$ cat src/rtl/load_sequencer.sv
// Hardwired Moore control sequencer for the ld/ldi load family: fetch, effective address, memory
// read into MDR, register write. Define LOAD_SEQ_LDI_EN to decode ldi; otherwise ldi traps to ERR.
module load_sequencer #(
    parameter int unsigned MEM_WAIT = 1,
    parameter logic [4:0]  OP_LD    = 5'b00000,
    parameter logic [4:0]  OP_LDI   = 5'b00001
) (
    input  logic       clk,
    input  logic       clr,
    input  logic       start,
    input  logic [4:0] ir_opcode,
    output logic       PCout,
    output logic       MARin,
    output logic       IncPC,
    output logic       ZHighIn,
    output logic       ZLowIn,
    output logic       ZLowout,
    output logic       PCin,
    output logic       Read,
    output logic       MDRin,
    output logic       MDRout,
    output logic       IRin,
    output logic       Grb,
    output logic       BAout,
    output logic       Yin,
    output logic       Cout,
    output logic       Gra,
    output logic       R_in,
    output logic       alu_add,
    output logic       busy,
    output logic       done,
    output logic       err,
    output logic [3:0] state_dbg
);

    localparam logic [3:0] StIdle = 4'd0;
    localparam logic [3:0] StT0   = 4'd1;
    localparam logic [3:0] StT1   = 4'd2;
    localparam logic [3:0] StT2   = 4'd3;
    localparam logic [3:0] StT3   = 4'd4;
    localparam logic [3:0] StT4   = 4'd5;
    localparam logic [3:0] StT5   = 4'd6;
    localparam logic [3:0] StT6   = 4'd7;
    localparam logic [3:0] StT7   = 4'd8;
    localparam logic [3:0] StErr  = 4'd9;

    localparam logic [3:0] WaitLoad = 4'(MEM_WAIT - 1);

    logic [3:0] state_q, state_d;
    logic [3:0] cnt_q, cnt_d;
    logic       ldi_sel;

`ifdef LOAD_SEQ_LDI_EN
    logic is_ldi_q, is_ldi_d;

    always_ff @(posedge clk or negedge clr) begin
        if (!clr) begin
            is_ldi_q <= 1'b0;
        end else begin
            is_ldi_q <= is_ldi_d;
        end
    end

    assign ldi_sel = is_ldi_q;
`else
    assign ldi_sel = 1'b0;
`endif

    always_ff @(posedge clk or negedge clr) begin
        if (!clr) begin
            state_q <= StIdle;
            cnt_q   <= 4'd0;
        end else begin
            state_q <= state_d;
            cnt_q   <= cnt_d;
        end
    end

    always_comb begin
        state_d = state_q;
        cnt_d   = cnt_q;
`ifdef LOAD_SEQ_LDI_EN
        is_ldi_d = is_ldi_q;
`endif
        case (state_q)
            StIdle: if (start) state_d = StT0;
            StT0: begin
                state_d = StT1;
                cnt_d   = WaitLoad;
            end
            StT1: begin
                if (cnt_q == 4'd0) state_d = StT2;
                else               cnt_d   = cnt_q - 4'd1;
            end
            StT2: state_d = StT3;
            StT3: begin
`ifdef LOAD_SEQ_LDI_EN
                if (ir_opcode == OP_LD) begin
                    state_d  = StT4;
                    is_ldi_d = 1'b0;
                end else if (ir_opcode == OP_LDI) begin
                    state_d  = StT4;
                    is_ldi_d = 1'b1;
                end else begin
                    state_d  = StErr;
                    is_ldi_d = 1'b0;
                end
`else
                // ldi support compiled out: its opcode is rejected explicitly
                if (ir_opcode == OP_LD && ir_opcode != OP_LDI) state_d = StT4;
                else                                           state_d = StErr;
`endif
            end
            StT4: state_d = StT5;
            StT5: begin
                if (ldi_sel) begin
                    state_d = StIdle;
                end else begin
                    state_d = StT6;
                    cnt_d   = WaitLoad;
                end
            end
            StT6: begin
                if (cnt_q == 4'd0) state_d = StT7;
                else               cnt_d   = cnt_q - 4'd1;
            end
            StT7:    state_d = StIdle;
            StErr:   state_d = StIdle;
            default: state_d = StIdle;
        endcase
    end

    always_comb begin
        PCout   = 1'b0;
        MARin   = 1'b0;
        IncPC   = 1'b0;
        ZHighIn = 1'b0;
        ZLowIn  = 1'b0;
        ZLowout = 1'b0;
        PCin    = 1'b0;
        Read    = 1'b0;
        MDRin   = 1'b0;
        MDRout  = 1'b0;
        IRin    = 1'b0;
        Grb     = 1'b0;
        BAout   = 1'b0;
        Yin     = 1'b0;
        Cout    = 1'b0;
        Gra     = 1'b0;
        R_in    = 1'b0;
        alu_add = 1'b0;
        done    = 1'b0;
        err     = 1'b0;
        busy    = (state_q != StIdle);
        case (state_q)
            StT0: begin
                PCout   = 1'b1;
                MARin   = 1'b1;
                IncPC   = 1'b1;
                ZHighIn = 1'b1;
                ZLowIn  = 1'b1;
            end
            StT1: begin
                ZLowout = 1'b1;
                // counter still holds its load value only in the first wait cycle
                PCin    = (cnt_q == WaitLoad);
                Read    = 1'b1;
                MDRin   = 1'b1;
            end
            StT2: begin
                MDRout = 1'b1;
                IRin   = 1'b1;
            end
            StT3: begin
                Grb   = 1'b1;
                BAout = 1'b1;
                Yin   = 1'b1;
            end
            StT4: begin
                Cout    = 1'b1;
                alu_add = 1'b1;
                ZHighIn = 1'b1;
                ZLowIn  = 1'b1;
            end
            StT5: begin
                ZLowout = 1'b1;
                if (ldi_sel) begin
                    Gra  = 1'b1;
                    R_in = 1'b1;
                    done = 1'b1;
                end else begin
                    MARin = 1'b1;
                end
            end
            StT6: begin
                Read  = 1'b1;
                MDRin = 1'b1;
            end
            StT7: begin
                MDRout = 1'b1;
                Gra    = 1'b1;
                R_in   = 1'b1;
                done   = 1'b1;
            end
            StErr:   err = 1'b1;
            default: ;
        endcase
    end

    assign state_dbg = state_q;

endmodule

$ cat config.mk
export PLATFORM = sky130hd
export DESIGN_NAME = load_sequencer
export DESIGN_NICKNAME = d
export VERILOG_FILES = /design/src/rtl/load_sequencer.sv
export SDC_FILE = /design/constraint.sdc
export NUM_CORES = 1
export LEC_CHECK = 0
export CORE_UTILIZATION = 43
export DETAILED_ROUTE_END_ITERATION = 7
export PLACE_DENSITY = 0.89
export SETUP_SLACK_MARGIN = 0.3
export SLEW_MARGIN = 20
export SYNTH_ARGS = -nofsm -noshare
export SYNTH_HDL_FRONTEND = slang
export SYNTH_SLANG_ARGS = --single-unit
$ cat constraint.sdc
create_clock -name clk -period 3.7 [get_ports clk]
set_input_delay 0.555 -clock clk [delete_from_list [all_inputs] [get_ports clk]]
set_output_delay 0.555 -clock clk [all_outputs]
set_load 0.02 [all_outputs]
==> key figures, run 1 <==
Synthesis
  – Ys Warns: 0
  – Yosys top cell by area: dfrtp_1
  – Post-synth cell types: 40
  – Synth top area share: 28.8%
  – Mapped Cells: 81
  – Xor/xnor share of the synthesized area: 1.26%
  – Area contributors post-synth: dfrtp_1 (29%), buf_4 (9.7%), inv_1 (3.8%)
  – Post-Synth Adder-Cell Area: 1.80%
  – Syn Nets: 90
  – FF+latch count, synth: 8
  – Synth Area in Compound Gates: 17.3%
  – Mux cell area share after synthesis: 1.44%
  – Main combinational cell family by area after synthesis: simple AND/OR/NAND/NOR gates
  – Post-Syn Area: 694 µm²
  – Seq/Total Area, Yosys: 28.8%
  – Area share of and/or/nand/nor cells after synthesis: 31.7%
  – Post-Syn Area per Cell: 8.57 µm²

Die
  – Core ar.: 1510 µm²
  – Die width: 42.2 µm
  – # rows: 14
  – # IOs: 33
  – Die Height: 42.2 µm
  – Die Footprint: 1780 µm²
  – Initial Util: 46.1%

Clocking
  – CTS tree: done
  – Clock Latency Late Sink: 250 ps
  – CTS HTree Levels: 1
  – Clk pin slew, worst setup/hold paths: 60 ps
  – Num CTS Buffers: 3
  – Clock root buffer: clkbuf_4
  – CTS Buffer Depth: 2
  – Post-CTS Hold Fix Bufs: 0
  – Resized cells post-CTS: 0
  – Post-CTS setup buffer count: 0
  – Clk sink count: 8

Detailed routing
  – First drt pass iteration count: 4
  – Drt wl/cell: 13.6 µm
  – Initial DRC Count: 5
  – Vias per std cell: 5.52
  – Final ANT Viol Nets: 0
  – Final wirelength: 1640 µm
  – Vias post-DR: 662
  – Drc violations: 0

Setup path
  – Crit Reg-Reg Endpoint: state_dbg[0]
  – Critical path arrival: 2250 ps
  – CP Cell Sequence: inv_1 -> ha_1 -> nor3b_1 -> and3_1 -> clkdlybuf4s50_1
  – CP endpoint: PCin
  – Worst r2r src: cnt_q[0]
  – Max stage delay on crit path: 620 ps
  – Slowest CP cell: clkdlybuf4s50_1
  – CP Class: register to output pin
  – Cells on worst reg2reg path: 6
  – Critical Path Sink Type: output pin
  – R2r setup slk: 2070 ps
  – CP Launch Type: register
  – CP Max Fanout: 5
  – CP Data Required Time: 3140 ps
  – Setup crit start: cnt_q[0]

Finish
  – Area grow syn2layout: 38.4%
  – Register Area: 200 µm²
  – # diodes: 0
  – Commonest non-fill, non-tap cells in the layout: clkdlybuf4s50_1 (32), dfrtp_1 (8), inv_1 (7), nor2_1 (7)
  – Multi-input logic area: 372 µm²
  – Nets: 115
  – Fill cells: 131
  – Non-Filler Instances: 120
  – Final core utilization: 63.8%
  – Layout cells sized above 1: 11.5%
  – Design area: 961 µm²
  – Commonest non-fill, non-tap cell in the layout: clkdlybuf4s50_1

Timing
  – Achievable clock frequency: 356 MHz
  – Final period util: 75.9%
  – Fin. Hold Viols: 0
  – Final Skew: 1.66 ps
  – Final setup fails: 0
  – Hold WS: 583 ps
  – RSZ-0062 raised after global routing: no
  – Min Clock Period, post-route: 2810 ps
  – Final slew viol count: 0
  – Worst-Margin Slew: 551 ps
  – Max_slew headroom: 63.3%
  – Final TNS setup: 0 ps

Global route
  – First-pass GRT wire length: 2450 µm
  – Global route total overflow: 0
  – Pin count of the biggest net entering global routing: 17
  – Vias in the first global route: 545
  – Tot GR Track Use: 18.3%
  – Antenna violations before repair: 0

Worst hold path
  – HP Class: input port to asynchronous set/reset pin

Power and ir drop
  – Leakage: 0.385 nW
  – VDD IR-drop max: 0.467 mV
  – Power Density: 884 nW/µm²

Placed design
  – Placed Instances: 117
  – Port Buf Inserts: 32
  – Dpl cell area: 938 µm²
  – DPL Wire Length: 1240 µm
  – Final GP Congestion: 0.848

Run
  – Max-cap violations: 0

Status
  – Status: finished clean
flip-flops by register name (all words and copies together), names as in the netlist:
name / count
state_dbg: 4
cnt_q: 4
where the power goes:
part           internal [mW]  switching, mW  total [mW]
Clock                 0.0372         0.0312      0.0684
Combinational          0.290          0.301       0.591
Sequential             0.106         0.0840       0.190
cell type report:
| cell class | instances | share of cell area [%] |
|---|---|---|
| clock buffers | 3 | 2.34 |
| inverters | 7 | 2.73 |
| multi-input cells | 54 | 38.7 |
| flip-flops and latches | 8 | 20.8 |
| well taps | 16 | 2.08 |
| repair buffers | 32 | 33.3 |
cell usage after synthesis (all sizes together):
cell type	number
or3b	1
and2	1
dfrtp	8
nor3	3
o22ai	1
xnor2	1
nor4	1
o21ai	3
o211ai	1
ha	1
nand2b	3
mux2i	1
nor2	7
o31ai	1
o311a	1
a221oi	1
inv	7
nor3b	1
buf	10
or4	1
and3	2
and2b	1
nand2	6
nand3	3
a22o	1
or2	1
nor2b	1
a2bb2oi	1
a21oi	5
nand4	1
nor4b	1
clkbuf	2
a31oi	1
o2bb2ai	1
worst max-delay path: cells and delay by family, from the launching register on:
kind	cells	cell delay, ps
buf+inv	2	700
simple gates	2	690
flops	1	400
fa+ha+maj	1	200
logic make-up after synthesis:
logic type / Yosys count
DFF: 8
muxes: 1
xor gates and xnor gates: 1
buffers and inverters: 19
AOI/OAI and AO/OA: 17
adders and majority gates: 1
and+or+nand+nor: 34
how the worst min path moves through the flow:
stage	from	to	slack [ps]	cells after the start
2_1_floorplan	clr	cnt_q[0]	260	0
3_3_place_gp	cnt_q[1]	cnt_q[1]	550	2
3_5_place_dp	cnt_q[3]	cnt_q[3]	570	2
4_1_cts	cnt_q[3]	cnt_q[3]	580	2
5_1_grt	clr	cnt_q[3]	600	1
6_report	clr	cnt_q[0]	580	1
through the flow:
stage	worst slack [ps]	total power, mW
final	892	0.849
after global routing	746	0.897
after CTS	896	0.854
after detailed placement	1170	0.783
after global placement	1240	0.775
after floorplan	1380	0.588
per-layer routing:
layer	up-vias	share of wire, %	GRT usage [%]
li1	326	-	-
met1	316	43	21.3
met2	20	52	33.2
met3	0	5.6	6.47
met4	0	0	1.88
met5	-	0	0
(Power assumes the default switching activity.)
==> run 2: changes to the inputs <==
--- a/config.mk
+++ b/config.mk
@@ -5,9 +5,10 @@
 export SDC_FILE = /design/constraint.sdc
 export NUM_CORES = 1
 export LEC_CHECK = 0
-export CORE_UTILIZATION = 43
+export CORE_ASPECT_RATIO = 0.8
+export CORE_UTILIZATION = 36
 export DETAILED_ROUTE_END_ITERATION = 7
-export PLACE_DENSITY = 0.89
+export PLACE_DENSITY = 0.8
 export SETUP_SLACK_MARGIN = 0.3
 export SLEW_MARGIN = 20
 export SYNTH_ARGS = -nofsm -noshare
==> constraint.sdc (replaced) <==
create_clock -name clk -period 2.4 [get_ports clk]
set_input_delay 0.36 -clock clk [delete_from_list [all_inputs] [get_ports clk]]
set_output_delay 0.36 -clock clk [all_outputs]
set_load 0.02 [all_outputs]
==> run 2 against run 1 <==
  * Sequential share of layout area shrank 0.66 points
  * Combinational power rose by 64%
  * Power increased by 57%
  * Sequential power is 34% higher
  * Clock power rose by 58%
  * Cell area grew 5.9%
  * Clock-buffer cell count unchanged
  * Non-clock buffer count up 7
  * Sequential cell count is the same
  * Via count up 7.7%
  * Core utilization fell by 4.2 points
  * First-iteration DRC count grew to 4.2 times the previous value
  * Critical endpoint is now Read
  * Largest power group unchanged
==> key figures, run 2 (synthesis gave the netlist of run 1 again) <==
Clocking
  – Clk sink count: 8 (unchanged)
  – Num CTS Buffers: 3 (unchanged)
  – Clk pin slew, worst setup/hold paths: 60 ps (about the same)
  – CTS Buffer Depth: 2 (unchanged)
  – CTS HTree Levels: 1 (unchanged)
  – Clock root buffer: clkbuf_4 (unchanged)
  – Clock Latency Late Sink: 270 ps (was 250 ps)
  – CTS tree: done (unchanged)

Setup path
  – CP endpoint: Read (was PCin)
  – Cells on worst reg2reg path: 6 (unchanged)
  – Critical path arrival: 1770 ps (was 2250 ps)
  – CP Class: register to output pin (unchanged)
  – Critical Path Sink Type: output pin (unchanged)
  – CP Max Fanout: 7 (was 5)
  – CP Data Required Time: 2040 ps (was 3140 ps)
  – Setup crit start: state_dbg[1] (was cnt_q[0])
  – Worst r2r src: cnt_q[0] (unchanged)
  – R2r setup slk: 780 ps (was 2070 ps)
  – CP Launch Type: register (unchanged)
  – Crit Reg-Reg Endpoint: state_dbg[0] (unchanged)

Finish
  – Non-Filler Instances: 133 (was 120)
  – Commonest non-fill, non-tap cells in the layout: dlygate4sd2_1 (15), clkdlybuf4s50_1 (12), inv_1 (7), nor2_1 (7), buf_4 (7) (was clkdlybuf4s50_1 (32), dfrtp_1 (8), inv_1 (7), nor2_1 (7))
  – # diodes: 0 (unchanged)
  – Area grow syn2layout: 46.5% (was 38.4%)
  – Fill cells: 146 (was 131)
  – Commonest non-fill, non-tap cell in the layout: dlygate4sd2_1 (was clkdlybuf4s50_1)
  – Nets: 122 (was 115)
  – Layout cells sized above 1: 25.2% (was 11.5%)

Timing
  – Final slew viol count: 0 (unchanged)
  – Final period util: 88.7%
  – Max_slew headroom: 74.2% (was 63.3%)
  – Worst-Margin Slew: 386 ps (was 551 ps)
  – Fin. Hold Viols: 0 (unchanged)
  – RSZ-0062 raised after global routing: yes (was no)
  – Final TNS setup: 0 ps (unchanged)
  – Min Clock Period, post-route: 2130 ps
  – Final Skew: 14.6 ps (was 1.66 ps)
  – Achievable clock frequency: 470 MHz
  – Final setup fails: 0 (unchanged)

Detailed routing
  – Final ANT Viol Nets: 0 (unchanged)
  – First drt pass iteration count: 5 (was 4)
  – Final wirelength: 1810 µm (was 1640 µm)
  – Drc violations: 0 (unchanged)
  – Drt wl/cell: 13.6 µm (about the same)
  – Vias post-DR: 713 (was 662)
  – Vias per std cell: 5.36 (was 5.52)
  – Initial DRC Count: 21 (was 5)

Global route
  – Tot GR Track Use: 18.3% (about the same)
  – Antenna violations before repair: 0 (unchanged)
  – Vias in the first global route: 622 (was 545)
  – First-pass GRT wire length: 2700 µm (was 2450 µm)
  – Pin count of the biggest net entering global routing: 15 (was 17)
  – Global route total overflow: 0 (unchanged)

Power and ir drop
  – VDD IR-drop max: 0.859 mV (was 0.467 mV)
  – Pint: 0.659 mW (was 0.433 mW)
  – Clock network power share: 8.1% (about the same)
  – Part of the power in combinational logic: 72.9% (was 69.6%)
  – Sw frac: 50.6% (was 49.0%)
  – Psw: 0.674 mW (was 0.416 mW)
  – Leakage: 0.517 nW (was 0.385 nW)
  – Sequential share of power: 19.0% (was 22.4%)
  – Power Density: 1310 nW/µm² (was 884 nW/µm²)

Status
  – Status: finished clean (unchanged)

Die
  – Die width: 51.1 µm (was 42.2 µm)
  – Die Footprint: 2110 µm² (was 1780 µm²)
  – # IOs: 33 (unchanged)
  – # rows: 13 (was 14)
  – Die Height: 41.3 µm (was 42.2 µm)
  – Initial Util: 40.7% (was 46.1%)
  – Core ar.: 1710 µm² (was 1510 µm²)

Placed design
  – Port Buf Inserts: 32 (unchanged)
  – DPL Wire Length: 1310 µm (was 1240 µm)
  – Placed Instances: 124 (was 117)
  – Final GP Congestion: 0.779 (was 0.848)

Worst hold path
  – HP Class: input port to asynchronous set/reset pin (unchanged)

Run
  – Max-cap violations: 0 (unchanged)
run 2: changes by cell type in the layout (fill, tap and decap cells not counted), sizes merged:
cell | before | now
buf | 0 | 7
clkbuf | 3 | 5
clkdlybuf4s50 | 32 | 12
dlygate4sd2 | 0 | 15
dlymetal6s2s | 0 | 3
run 2: worst max-delay path, stage by stage, from the launching register on:
cell           delay, ps
dfrtp_2              460
buf_4                150
buf_4                120
and2b_1              160
nand3_2              150
inv_1                130
dlygate4sd2_1        340
run 2: cell type report:
cell class / count / area [µm²] / area share (%)
Inverter: 7 / 26.3 / 2.58
Timing Repair Buffer: 39 / 352 / 34.6
Clock buffer: 3 / 22.5 / 2.21
Tap cell: 22 / 27.5 / 2.71
Sequential cell: 8 / 205 / 20.2
Multi-Input combinational cell: 54 / 384 / 37.8
run 2: timing repair:
action / in CTS / in global routing
gates resized for setup: 21 / 9
hold buffers: 0 / 0
endpoints found under the setup margin: 21 / 7
setup buffers: 6 / 0
cloned: 0 / 0
run 2: how the worst min path moves through the flow:
| stage | depth (start not counted) | end | slack (ps) | start |
|---|---|---|---|---|
| 6_report | 1 | cnt_q[2] | 380 | clr |
| 5_1_grt | 1 | cnt_q[2] | 410 | clr |
| 4_1_cts | 1 | cnt_q[2] | 390 | clr |
| 3_5_place_dp | 2 | cnt_q[1] | 570 | cnt_q[1] |
| 3_3_place_gp | 2 | cnt_q[1] | 570 | cnt_q[1] |
| 2_1_floorplan | 0 | cnt_q[0] | 60 | clr |
run 2: metrics by stage:
step / power, mW / hold WS [ps] / instance area [µm²] / utilization [%] / setup slack [ps]
CTS: 1.33 / 385 / 1010 / 59.1 / 124
floorplan: 0.911 / 64.4 / 699 / - / 470
global route: 1.41 / 405 / 1020 / 59.6 / 219
global placement: 1.19 / 571 / 958 / 56.1 / 281
detailed placement: 1.21 / 569 / 958 / 56.1 / 230
finish: 1.33 / 378 / 1020 / 59.6 / 271
run 2: power groups by stage:
stage                     logic, mW  registers [mW]  clock network (mW)
after detailed placement      0.924           0.286                   0
after global placement        0.912           0.282                   0
final                         0.972           0.254               0.108
after global routing           1.03           0.259               0.119
after CTS                     0.975           0.247               0.110
after floorplan               0.667           0.243                   0
run 2: per-layer routing:
layer / part of all wire, % / wire length (µm) / track usage, %
met5: 0 / 0 / 0
met4: 1.3 / 23 / 6.94
met3: 8.1 / 146 / 4.81
met2: 51 / 914 / 32.2
met1: 40 / 723 / 22.1
==> run 3: changes to the inputs <==
--- a/config.mk
+++ b/config.mk
@@ -6,9 +6,9 @@
 export NUM_CORES = 1
 export LEC_CHECK = 0
 export CORE_ASPECT_RATIO = 0.8
-export CORE_UTILIZATION = 36
+export CORE_UTILIZATION = 40
 export DETAILED_ROUTE_END_ITERATION = 7
-export PLACE_DENSITY = 0.8
+export PLACE_DENSITY = 0.84
 export SETUP_SLACK_MARGIN = 0.3
 export SLEW_MARGIN = 20
 export SYNTH_ARGS = -nofsm -noshare
==> constraint.sdc (replaced) <==
create_clock -name clk -period 2.2 [get_ports clk]
set_input_delay 0.33 -clock clk [delete_from_list [all_inputs] [get_ports clk]]
set_output_delay 0.33 -clock clk [all_outputs]
set_load 0.02 [all_outputs]
==> run 3 against run 2 <==
  * Power rose by 17%
  * Clock skew fell by 8.6 ps
  * Hold slack got worse by 23 ps
  * Via count rose by 4.6%
  * Setup slack improved by 34 ps
  * Clock-buffer cell count did not move
  * Combinational power rose by 19%
  * Largest cell class unchanged
==> key figures, run 3 (synthesis gave the netlist of run 1 again) <==
Finish
  – # diodes: 0 (unchanged)
  – Fill cells: 138 (was 146)
  – Commonest non-fill, non-tap cells in the layout: buf_4 (14), buf_2 (12), clkdlybuf4s50_1 (10) (was dlygate4sd2_1 (15), clkdlybuf4s50_1 (12), inv_1 (7), nor2_1 (7), buf_4 (7))
  – Nets: 129 (was 122)
  – Layout cells sized above 1: 47.5% (was 25.2%)
  – Commonest non-fill, non-tap cell in the layout: buf_4 (was dlygate4sd2_1)
  – Area grow syn2layout: 52.3% (was 46.5%)

Global route
  – Global route total overflow: 0 (unchanged)
  – Vias in the first global route: 688 (was 622)
  – Tot GR Track Use: 24.0% (was 18.3%)
  – Pin count of the biggest net entering global routing: 12 (was 15)
  – First-pass GRT wire length: 3170 µm (was 2700 µm)
  – Antenna violations before repair: 0 (unchanged)

Detailed routing
  – Drc violations: 0 (unchanged)
  – Vias post-DR: 746 (was 713)
  – First drt pass iteration count: 4 (was 5)
  – Final ANT Viol Nets: 0 (unchanged)
  – Initial DRC Count: 28 (was 21)
  – Final wirelength: 2160 µm (was 1810 µm)
  – Vias per std cell: 5.33 (was 5.36)
  – Drt wl/cell: 15.4 µm (was 13.6 µm)

Setup path
  – Max stage delay on crit path: 460 ps (about the same)
  – Slowest CP cell: dfrtp_2 (unchanged)
  – Critical Path Sink Type: output pin (unchanged)
  – Critical path arrival: 1570 ps (was 1770 ps)
  – Buffer and inverter count on the worst path: 3 (was 4)
  – CP Cell Sequence: buf_4 -> nor4b_4 -> buf_4 -> clkdlybuf4s15_2 (was buf_4 -> buf_4 -> and2b_1 -> nand3_2 -> inv_1 -> dlygate4sd2_1)
  – CP Launch Type: register (unchanged)
  – Crit path max-delay family: buffers and inverters (unchanged)
  – CP Data Required Time: 1870 ps (was 2040 ps)
  – CP Max Fanout: 7 (unchanged)
  – Crit path top cell by count: buf_4 (unchanged)
  – CP Class: register to output pin (unchanged)

Clocking
  – CTS Buffer Depth: 2 (unchanged)
  – Clock root buffer: clkbuf_4 (unchanged)
  – Clk pin slew, worst setup/hold paths: 60 ps (about the same)
  – CTS tree: done (unchanged)
  – Clk sink count: 8 (unchanged)
  – Clock Latency Late Sink: 260 ps (was 270 ps)
  – CTS HTree Levels: 1 (unchanged)
  – Num CTS Buffers: 3 (unchanged)

Timing
  – Worst-Margin Slew: 392 ps (was 386 ps)
  – Fin. Hold Viols: 0 (unchanged)
  – Final period util: 86.1%
  – RSZ-0062 raised after global routing: yes (unchanged)
  – Final TNS setup: 0 ps (unchanged)
  – Final slew viol count: 0 (unchanged)
  – Max_slew headroom: 73.8% (was 74.2%)
  – Final setup fails: 0 (unchanged)
  – Final Skew: 5.95 ps (was 14.6 ps)
  – Achievable clock frequency: 528 MHz
  – Min Clock Period, post-route: 1900 ps
  – Final worst slack: 305 ps (was 271 ps)

Die
  – # rows: 13 (unchanged)
  – Core ar.: 1630 µm² (was 1710 µm²)
  – Die Height: 39.3 µm (was 41.3 µm)
  – Initial Util: 42.7% (was 40.7%)
  – # IOs: 33 (unchanged)
  – Die width: 48.6 µm (was 51.1 µm)
  – Die Footprint: 1910 µm² (was 2110 µm²)

Run
  – Max-cap violations: 0 (unchanged)

Worst hold path
  – HP Class: input port to asynchronous set/reset pin (unchanged)

Placed design
  – Port Buf Inserts: 32 (unchanged)
  – Final GP Congestion: 0.937 (was 0.779)
  – Placement Setup Slack: 75.3 ps (was 230 ps)
  – DPL Wire Length: 1440 µm (was 1310 µm)

Power and ir drop
  – Pint: 0.757 mW (was 0.659 mW)
  – Power Density: 1480 nW/µm² (was 1310 nW/µm²)
  – Psw: 0.804 mW (was 0.674 mW)
  – Leakage: 0.506 nW (was 0.517 nW)
  – VDD IR-drop max: 0.730 mV (was 0.859 mV)
  – Sequential share of power: 18.3% (was 19.0%)
  – Sw frac: 51.5% (was 50.6%)
  – Clock network power share: 7.5% (was 8.1%)
  – Part of the power in combinational logic: 74.2% (was 72.9%)

Status
  – Status: finished clean (unchanged)
==> run 3: cell types whose count changed in the layout (fill, tap and decap cells not counted), moves of 2 or more <==
cell / delta
clkdlybuf4s15_2: +2
buf_4: +7
clkbuf_2: +2
dlymetal6s2s_1: -2
buf_2: +12
clkdlybuf4s50_1: -2
dlygate4sd2_1: -12
==> run 3: path summary, 6_finish.rpt <==
kind | from | end | slack, ps | depth (start not counted)
worst min register to register | cnt_q[1] | cnt_q[1] | 570 | 2
max in group asynchronous | clr | state_dbg[1] | 1540 | 1
worst max-delay path | state_dbg[1] | IncPC | 300 | 4
worst min-delay path | clr | cnt_q[3] | 360 | 1
worst max register to register | cnt_q[0] | state_dbg[0] | 640 | 6
min in group clk | cnt_q[1] | cnt_q[1] | 570 | 2
==> run 3: timing repair <==
action	CTS	global route
setup endpoints to repair	23	16
pin swaps	0	2
gates resized for setup	70	17
buffers inserted	7	3
hold buffers	0	0
==> run 3: routing by layer <==
metal  routed length, µm  vias to the layer above  share of wire, %  GRT usage (%)
li1                    -                      350                 -              -
met1                 924                      364                43           25.3
met2                1110                       28                51           46.1
met3                  99                        4               4.6           6.59
met4                  25                        0               1.2           11.8
met5                   0                        -                 0              0
==> run 3: through the flow <==
step                cell area [µm²]  utilization [%]  cells  hold slack [ps]  total power [mW]
CTS                            1050             64.3    137              350              1.51
global route                   1060             65.0    140              372              1.66
global placement                981             60.3    127              551              1.35
finish                         1060             65.0    140              356              1.56
floorplan                       699                -     81             34.4             0.994
detailed placement              981             60.3    127              556              1.37
==> run 3: power by group through the flow <==
stage	Sequential, mW	Combinational [mW]	Clock (mW)
5_1_grt	0.291	1.24	0.130
3_3_place_gp	0.303	1.04	0
3_5_place_dp	0.306	1.06	0
6_report	0.286	1.16	0.116
2_1_floorplan	0.266	0.728	0
4_1_cts	0.285	1.10	0.123
==> run 3: worst register-to-register path, cell delays in order (launching register included) <==
cell and delay, ps:
dfrtp_1 400, inv_1 120, ha_4 150, or3b_4 410, nand2_2 100, o21ai_1 70
a221oi_2 210
==> run 3: layout make-up <==
| class | count | area [µm²] | share of cell area [%] |
|---|---|---|---|
| Clock buffer | 3 | 22.5 | 2.13 |
| Inverter | 7 | 26.3 | 2.49 |
| Multi-Input combinational cell | 54 | 429 | 40.6 |
| Sequential cell | 8 | 205 | 19.4 |
| Tap cell | 22 | 27.5 | 2.60 |
| Timing Repair Buffer | 46 | 347 | 32.8 |
==> RTL edit: new RTL, settings of run 3 <==
Add a define of `LOAD_SEQ_LDI_EN`.
--- a/src/rtl/load_sequencer.sv
+++ b/src/rtl/load_sequencer.sv
@@ -1,5 +1,7 @@
 // Hardwired Moore control sequencer for the ld/ldi load family: fetch, effective address, memory
 // read into MDR, register write. Define LOAD_SEQ_LDI_EN to decode ldi; otherwise ldi traps to ERR.
+`define LOAD_SEQ_LDI_EN
+
 module load_sequencer #(
     parameter int unsigned MEM_WAIT = 1,
     parameter logic [4:0]  OP_LD    = 5'b00000,
Function: changed (Yosys sat finds a counterexample within 10 cycles, from zero or initial values).
==> RTL edit against run 3 <==
Power increased by 11%; sequential cell count is 1 higher; sequential power decreased by 5%; area after synthesis is 9.2% higher; routed wire length shrank 5.5%; cell area grew 6.4%; worst setup slack lost 61 ps; maximum frequency decreased by 3.1%; via count is 8.4% higher; global-route usage decreased by 3.7 points; critical path type unchanged.
==> RTL edit: results (changes against run 3) <==
stage,metric,value,unit,change
outcome,run_status,finished clean,,
placement,gp_congestion,0.8748,,-6.7%
setup_path,crit_family,simple AND/OR/NAND/NOR gates,,
final_layout,layout.cells.non_filler,151,,+7.9%
yosys,synth_cell_type_count,36,,-10%
final_layout,drive_gt1_share,41.09,%,-6.4 points
yosys,synthTopCellsByCount,"15 x nor2_1, 9 x buf_4, 9 x dfrtp_1",,
final_layout,fillCellCount,137,,-0.72%
setup_path,critPathArrivalTime,1630,ps,+60 ps
yosys,synth_flop_cell,dfrtp_1,,
sta,worst_pin_slew,411.1,ps,+19.12 ps
yosys,ys_seq_area_share,29.70,%,+0.87 points
grt,grt_pass1_wl,2891,um,-8.9%
placement,hpwl,1461,um,+1.7%
detailed_routing,first_pass_iters,4,,unchanged
placement,pre_cts_slack,64.76,ps,-10.52 ps
detailed_routing,drt_iter0_drc,14,,-50%
cts,postCtsSetupBuffers,1,,-6
detailed_routing,wirelength,2037,um,-5.5%
cts,clock_latency,270,ps,
cts,cts-root-buf,clkbuf_4,,
setup_path,r2r_slack,370,ps,-270 ps
grt,grt_use_total,20.22,%,-3.7 points
yosys,synth_fp_nets,102,,+13%
setup_path,max_stage_delay,420,ps,-40 ps
yosys,async_flop_share,100.0,%,unchanged
cts,h-tree-depth,1,,unchanged
grt,grt_pass1_vias,666,,-3.2%
setup_path,path_max_fanout,4,,-3
setup_path,critPathSlowestCell,dfrtp_1,,
yosys,yosys_warnings,0,,unchanged
yosys,ys_top_cells_by_area,"dfrtp_1 30%, buf_4 8.9%, nor2_1 7.4%",,
sta,worst_clock_skew,2.590,ps,-3.361 ps
final_layout,nets,140,,+8.5%
cts,cts_resized,69,,-1.4%
final_layout,num_antenna_cells,0,,unchanged
sta,whs,352.4,ps,-3.293 ps
detailed_routing,drt-vias-per-instance,5.358,,+0.55%
worst_hold_path,hold_path_class,in -> async,,
yosys,syn_inst,92,,+14%
cts,path_clk_slew,60,ps,about the same
grt,antenna_found_initial,0,,unchanged
sta,fin_ws,244.3,ps,-60.60 ps
cts,clock_path_buffers,2,,unchanged
cts,cts-buffers-inserted,3,,unchanged
power_and_ir_drop,ir_drop,747.6,uV,+2.4%
placement,port_buffers,32,,unchanged
placement,placed_area,1079,um2,+9.9%
power_and_ir_drop,leakagePower,0.5272,nW,+4.2%
grt,grt_max_degree,16,,+4
power_and_ir_drop,power_density,1537,nW/um2,+4.1%
==> RTL edit: cell types whose count changed after synthesis, moves of 2 or more <==
cell,delta
inv_1,-3
a21oi_1,+2
nor3_1,+2
and3_1,-2
nor2_1,+8
nor3b_1,+2
or3b_1,+2
==> RTL edit: layer usage <==
layer | track usage, % | wire length, um | vias to the layer above
met5 | 0 | 0 | -
met4 | 11.81 | 44 | 0
met3 | 6.667 | 109 | 6
met2 | 34.33 | 994 | 34
met1 | 23.23 | 888 | 377
li1 | - | - | 392
==> RTL edit: layout make-up <==
class | instances | share of cell area, %
sequential | 9 | 20.13
multi-input combinational | 65 | 40.93
inverter | 4 | 1.335
clock buffer | 4 | 2.336
tap | 22 | 2.447
timing repair buffer | 47 | 32.81
==> RTL edit: path summary, 6_finish.rpt <==
kind,endpoint,from,cells past startpoint
setup / recovery,PCin,cnt_q[0],5
hold / removal,cnt_q[3],clr,1
setup reg to reg,state_dbg[0],cnt_q[0],6
hold reg to reg,cnt_q[0],cnt_q[0],1
max in group asynchronous,state_dbg[1],clr,1
min in group clk,cnt_q[0],cnt_q[0],1
==> RTL edit: cells by family after synthesis <==
kind of cell	after synthesis	share of synthesized area (%)
and+or+nand+nor	43	32.34
DFF	9	29.70
xor gates and xnor gates	1	1.155
adders and majority gates	2	3.300
buffers and inverters	18	15.84
muxes	1	1.320
AOI/OAI and AO/OA	18	16.34
==> RTL edit: report_power, final <==
| group | switching (mW) | total, mW | internal (mW) |
|---|---|---|---|
| sequential | 0.0585 | 0.271 | 0.213 |
| clock | 0.0643 | 0.135 | 0.0703 |
| combinational | 0.746 | 1.32 | 0.577 |
| total | 0.868 | 1.73 | 0.861 |
